--- src/rtl/fp32_pkg.sv ---
// Shared FP32 definitions: field widths, canonical constants and operand classification.
// Used by the iterative divider and the combinational multiplier.
package fp32_pkg;

    localparam int FP32_EXP_W    = 8;
    localparam int FP32_MAN_W    = 23;
    localparam int FP32_EXP_BIAS = 127;

    localparam logic [31:0] FP32_QNAN    = 32'h7fc0_0000;
    localparam logic [31:0] FP32_POS_INF = 32'h7f80_0000;

    typedef struct packed {
        logic is_nan;
        logic is_inf;
        logic is_zero;
    } fp32_class_t;

    // Subnormals (exp==0, man!=0) classify as zero: they are flushed.
    function automatic fp32_class_t fp32_classify(input logic [31:0] x);
        fp32_class_t c;
        c.is_nan  = (x[30:23] == 8'hff) && (x[22:0] != 23'h0);
        c.is_inf  = (x[30:23] == 8'hff) && (x[22:0] == 23'h0);
        c.is_zero = (x[30:23] == 8'h00);
        return c;
    endfunction

endpackage

--- src/rtl/fp32_div_mant_step.sv ---
// One restoring-division step: compare, conditionally subtract, shift left.
// Purely combinational; the divider iterates it once per CALC cycle.
module fp32_div_mant_step (
    input  logic [24:0] rem,
    input  logic [23:0] mb,
    output logic [24:0] rem_next,
    output logic        qbit
);

    logic [24:0] diff;

    assign qbit = (rem >= {1'b0, mb});
    assign diff = qbit ? (rem - {1'b0, mb}) : rem;
    // diff is always below mb < 2^24, so dropping bit 24 loses nothing.
    assign rem_next = {diff[23:0], 1'b0};

endmodule

--- src/rtl/fp32_div_iter.sv ---
// Multicycle FP32 divider (a / b): radix-2 restoring mantissa division, one quotient bit
// per cycle, flush-to-zero and truncation, valid/ready handshake on input and output.
module fp32_div_iter
    import fp32_pkg::*;
#(
    parameter logic [31:0] NAN_VALUE = 32'h7fc0_0000,
    parameter int          QBITS     = 25
) (
    input  logic        clk,
    input  logic        rst_n,
    input  logic        in_valid,
    output logic        in_ready,
    input  logic [31:0] a,
    input  logic [31:0] b,
    output logic        out_valid,
    input  logic        out_ready,
    output logic [31:0] result
);

    localparam logic [1:0] IDLE = 2'd0;
    localparam logic [1:0] CALC = 2'd1;
    localparam logic [1:0] NORM = 2'd2;
    localparam logic [1:0] DONE = 2'd3;

    localparam logic [4:0] LAST_STEP = 5'(QBITS - 1);

    logic [1:0]        state_q, state_d;
    logic [4:0]        step_q, step_d;
    logic [QBITS-1:0]  rem_q, rem_d;
    logic [QBITS-1:0]  quo_q, quo_d;
    logic [23:0]       mb_q, mb_d;
    logic signed [9:0] exp_q, exp_d;
    logic              sign_q, sign_d;
    logic [31:0]       result_q, result_d;

    logic              accept;
    fp32_class_t       cls_a, cls_b;
    logic              is_special;
    logic [31:0]       special_res;
    logic [QBITS-1:0]  rem_next;
    logic              qbit;
    logic signed [9:0] exp_adj;
    logic [22:0]       man_norm;
    logic [31:0]       norm_res;

    assign accept = in_valid && in_ready;
    assign cls_a  = fp32_classify(a);
    assign cls_b  = fp32_classify(b);

    fp32_div_mant_step u_step (
        .rem      (rem_q),
        .mb       (mb_q),
        .rem_next (rem_next),
        .qbit     (qbit)
    );

    // Special operands resolve in the accept cycle; order matters where classes overlap.
    always_comb begin
        is_special  = cls_a.is_nan || cls_b.is_nan || cls_a.is_inf || cls_b.is_inf
                   || cls_a.is_zero || cls_b.is_zero;
        special_res = 32'h0;
        if (cls_a.is_nan || cls_b.is_nan || (cls_a.is_inf && cls_b.is_inf)
                || (cls_a.is_zero && cls_b.is_zero)) begin
            special_res = NAN_VALUE;
        end else if (cls_b.is_zero || cls_a.is_inf) begin
            special_res = {a[31] ^ b[31], FP32_POS_INF[30:0]};
        end else if (cls_a.is_zero) begin
            special_res = 32'h0;
        end else if (cls_b.is_inf) begin
            special_res = {a[31] ^ b[31], 31'h0};
        end
    end

    // Quotient lies in (0.5, 2): bit QBITS-1 tells whether a 1-bit renormalisation is needed.
    always_comb begin
        if (quo_q[QBITS-1]) begin
            exp_adj  = exp_q;
            man_norm = quo_q[23:1];
        end else begin
            exp_adj  = exp_q - 10'sd1;
            man_norm = quo_q[22:0];
        end
        if (exp_adj >= 10'sd255) begin
            norm_res = {sign_q, FP32_POS_INF[30:0]};
        end else if (exp_adj <= 10'sd0) begin
            norm_res = {sign_q, 31'h0};
        end else begin
            norm_res = {sign_q, exp_adj[7:0], man_norm};
        end
    end

    // NOTE: sequential state uses non-blocking assignments so every flop samples pre-edge values.
    always_ff @(posedge clk or negedge rst_n) begin
        if (!rst_n) begin
            state_q <= IDLE;
        end else begin
            state_q <= state_d;
        end
    end

    // NOTE: each comb process assigns a default first, so no path can infer a latch.
    always_comb begin
        state_d = state_q;
        case (state_q)
            IDLE: if (accept) state_d = is_special ? DONE : CALC;
            CALC: if (step_q == LAST_STEP) state_d = NORM;
            NORM: state_d = DONE;
            DONE: if (out_ready) state_d = IDLE;
            default: state_d = IDLE;
        endcase
    end

    always_comb begin
        in_ready  = (state_q == IDLE);
        out_valid = (state_q == DONE);
    end

    assign result = result_q;

    always_comb begin
        step_d   = step_q;
        rem_d    = rem_q;
        quo_d    = quo_q;
        mb_d     = mb_q;
        exp_d    = exp_q;
        sign_d   = sign_q;
        result_d = result_q;
        case (state_q)
            IDLE: begin
                if (accept) begin
                    step_d = 5'd0;
                    rem_d  = {1'b0, 1'b1, a[22:0]};
                    quo_d  = '0;
                    mb_d   = {1'b1, b[22:0]};
                    sign_d = a[31] ^ b[31];
                    exp_d  = $signed({2'b00, a[30:23]}) - $signed({2'b00, b[30:23]})
                           + 10'(FP32_EXP_BIAS);
                    if (is_special) result_d = special_res;
                end
            end
            CALC: begin
                step_d = step_q + 5'd1;
                rem_d  = rem_next;
                quo_d  = {quo_q[QBITS-2:0], qbit};
            end
            NORM: result_d = norm_res;
            default: ;
        endcase
    end

    always_ff @(posedge clk or negedge rst_n) begin
        if (!rst_n) begin
            step_q   <= 5'd0;
            rem_q    <= '0;
            quo_q    <= '0;
            mb_q     <= 24'h0;
            exp_q    <= 10'sd0;
            sign_q   <= 1'b0;
            result_q <= 32'h0;
        end else begin
            step_q   <= step_d;
            rem_q    <= rem_d;
            quo_q    <= quo_d;
            mb_q     <= mb_d;
            exp_q    <= exp_d;
            sign_q   <= sign_d;
            result_q <= result_d;
        end
    end

endmodule

--- config.mk ---
export PLATFORM = sky130hd
export DESIGN_NAME = fp32_div_iter
export DESIGN_NICKNAME = d
export VERILOG_FILES = /design/src/rtl/fp32_pkg.sv /design/src/rtl/fp32_div_mant_step.sv /design/src/rtl/fp32_div_iter.sv
export SDC_FILE = /design/constraint.sdc
export NUM_CORES = 1
export LEC_CHECK = 0
export CORE_UTILIZATION = 30
export CTS_CLUSTER_SIZE = 10
export DETAILED_ROUTE_END_ITERATION = 8
export PLACE_DENSITY_LB_ADDON = 0.25
export SYNTH_ARGS = -nofsm -noshare
export SYNTH_HDL_FRONTEND = slang
export SYNTH_HIERARCHICAL = 1
export SYNTH_SLANG_ARGS = --single-unit
--- constraint.sdc ---
create_clock -name clk -period 5 [get_ports clk]
set_input_delay 0.5 -clock clk [delete_from_list [all_inputs] [get_ports clk]]
set_output_delay 0.5 -clock clk [all_outputs]
set_load 0.02 [all_outputs]
==> out/metrics.yaml <==
status: "finished, final reports clean"
place_congestion: 0.832
clk_pin_slew_ps: 70
netlist_area_um2: 8160
async_reset_ff_share_pct: 100
worstPathRequired_ps: 5330
reg2reg_slack_ps: 1550
synthAdderAreaFrac_pct: 6.63
clkLatencyLatePin_ps: 420
antennaDiodeCount: 0
vdd_drop_max_mv: 0.287
synth_warnings: 6
cts_hold_buf: 0
fin_util_pct: 38.0
fin_area_um2: 10000
synth-main-ff-cell: "dfrtp_1"
power_density_nw_per_um2: 732
drive_gt1_share_pct: 12.1
max_freq_mhz: 290
hpwl_mm: 15.1
grt_antenna_before_repair: 0
ys_seq_elements: 124
drc: 0
post-cts-setup-buffer-count: 0
drv_slew: 0
wl_mm: 20.5
cp_cell_sequence: "ha_1 -> a21oi_2 -> o21ai_0 -> a311o_1 -> a311oi_1 -> a21boi_4 -> buf_4 -> nand2_1 -> o31ai_1 -> mux2i_1 -> o21ai_0"
synth_top_family_by_area: "compound AO/OA/AOI/OAI gates"
post_dp_cell_area_um2: 9410
synthCells: 864
numPortBuffers: 101
synth_edf_count: 0
cts_buffers: 17
grt_max_degree: 51
cap_violations: 0
syn2layout_area_growth_pct: 22.7
worstRegToRegCells: 11
cts_resized: 0
final_common_cell: "dfrtp_1"
ys_types: 83
p_total_w: 0.00733
io-pin-count: 102
syn_avg_cell_area_um2: 9.44
worst_pin_slew_ps: 1040
crit_path_frequent_cell: "o21ai_0"
hold_violations: 0
final.setup_skew_ps: 12.2
layout_common_cells: "124 x dfrtp_1, 114 x nand2_1, 100 x clkdlybuf4s50_1, 62 x o21ai_0, 49 x inv_1"
cts_root_buffer: "clkbuf_16"
die_h_um: 167
grt_pass1_wl_mm: 34.3
crit_arrival_ps: 3780
coreArea_um2: 26400
post-route-period-util_pct: 69.0
die_x_um: 167
setup_viol: 0
reg2reg_to: "rem_q[18]"
cts_max_level: 4
timing.rr.start: "rem_q[18]"
dieArea_um2: 27900
worstHoldPathType: "input pin to async pin"
final_nets: 1059
worst_setup_path_end_kind: "flop"
firstDrtPassIters: 5
vias: 6562
wl_per_cell_um: 15.8
syn_nets: 974
relSlewSlack_pct: 30.4
grt_pass1_vias: 6455
vias_per_cell: 5.06
clock-sinks: 124
fillCellCount: 2637
critPathSlowestCell: "a21boi_4"
crit_fanout: 31
cts_tree: "yes"
critPathKind: "flop to flop"
initial_core_util_pct: 31.0
leakagePower_nw: 4.27
grt_overflow_total: 0
synth-simple-area-share_pct: 15.9
start_kind: "flop"
clock_path_buffers: 2
synth_compound_area_share_pct: 21.1
drt_iter0_markers: 458
drtAntennaViolNets: 0
grt_usage_pct: 15.4
final.min_clock_period_ps: 3450
tns_ps: 0
yosys.area_share.xor_xnor_pct: 3.65
rows: 59
slowest_delay_ps: 770
muxShareOfSynthArea_pct: 9.36
ys_seq_area_share_pct: 38.0
rsz0062_at_grt: "false"
metal layers:
| metal | share of wire [%] | vias to the layer above | track usage (%) |
|---|---|---|---|
| li1 | - | 3309 | - |
| met1 | 50 | 3124 | 21.7 |
| met2 | 45 | 110 | 23.5 |
| met3 | 3.7 | 19 | 3.16 |
| met4 | 1.5 | 0 | 4.47 |
| met5 | 0 | - | 0 |
where the power goes:
| part | total, W | switching (W) | leakage [nW] | internal [W] |
|---|---|---|---|---|
| Clock | 0.00126 | 0.000545 | 0.287 | 0.000712 |
| Combinational | 0.00428 | 0.00243 | 2.39 | 0.00184 |
| Sequential | 0.00179 | 0.000362 | 1.59 | 0.00143 |
| Total | 0.00733 | 0.00334 | 4.27 | 0.00399 |
kinds of logic (layout without fill, tap and decap cells):
| kind of cell | after synthesis | count (layout) |
|---|---|---|
| XOR/XNOR | 34 | 34 |
| buffers and inverters | 90 | 188 |
| AND/OR/NAND/NOR | 261 | 261 |
| multiplexers | 73 | 73 |
| other | 1 | 1 |
| flip-flops | 124 | 124 |
| AO/OA/AOI/OAI | 239 | 239 |
| adder cells (fa/ha/maj) | 42 | 42 |
through the flow:
stage          std cells  hold slack (ps)  setup WS (ps)
2_1_floorplan        864              204           2430
3_3_place_gp        1265              452           1600
3_5_place_dp        1265              459           1520
4_1_cts             1297              123           1510
5_1_grt             1297              148           1150
6_report            1297              102           1550
worst max-delay path, delay by kind of cell (launching register included):
family / cells / cell delay (ps)
fa+ha+maj: 1 / 420
buf+inv: 1 / 370
flops: 1 / 390
mux: 1 / 100
simple gates: 1 / 80
compound gates: 7 / 1980
cells in the mapped netlist, drive strengths merged, types with 8 or more instances:
cell	instances	area, um^2
a211oi	9	67.6
a21o	13	100
a21oi	31	163
a22o	27	236
and3	8	55.1
buf	20	161
clkbuf	21	80.1
dfrtp	124	3100
ha	40	500
inv	49	184
mux2	26	293
mux2i	47	470
nand2	114	428
nand4	12	75.1
nor2	39	149
nor3	16	85.1
nor4	17	106
o21a	9	67.6
o21ai	92	569
o31ai	9	67.6
xnor2	21	184
xor2	13	114
how the worst max path moves through the flow:
stage	slack, ps	cells after the start	endpoint	startpoint
after floorplan	2430	13	rem_q[20]	rem_q[20]
after global placement	1600	11	rem_q[20]	rem_q[20]
after detailed placement	1520	11	rem_q[18]	rem_q[18]
after CTS	1510	11	rem_q[18]	rem_q[18]
after global routing	1150	11	rem_q[15]	rem_q[18]
final	1550	11	rem_q[18]	rem_q[18]
registers in the layout (all words and copies together) (netlist names):
register / count
step_q: 5
result: 32
exp_q: 10
mb_q: 24
quo_q: 25
sign_q: 1
rem_q: 25
state_q: 2
layout make-up:
type	instances	area [um^2]	share of cell area, %
sequential	124	3100	31.0
inverter	49	184	1.84
tap	335	419	4.19
clock inverter	15	173	1.73
timing repair buffer	107	1050	10.5
clock buffer	17	425	4.25
multi-input combinational	650	4650	46.5
No activity file was read; power rests on OpenSTA's default activity.
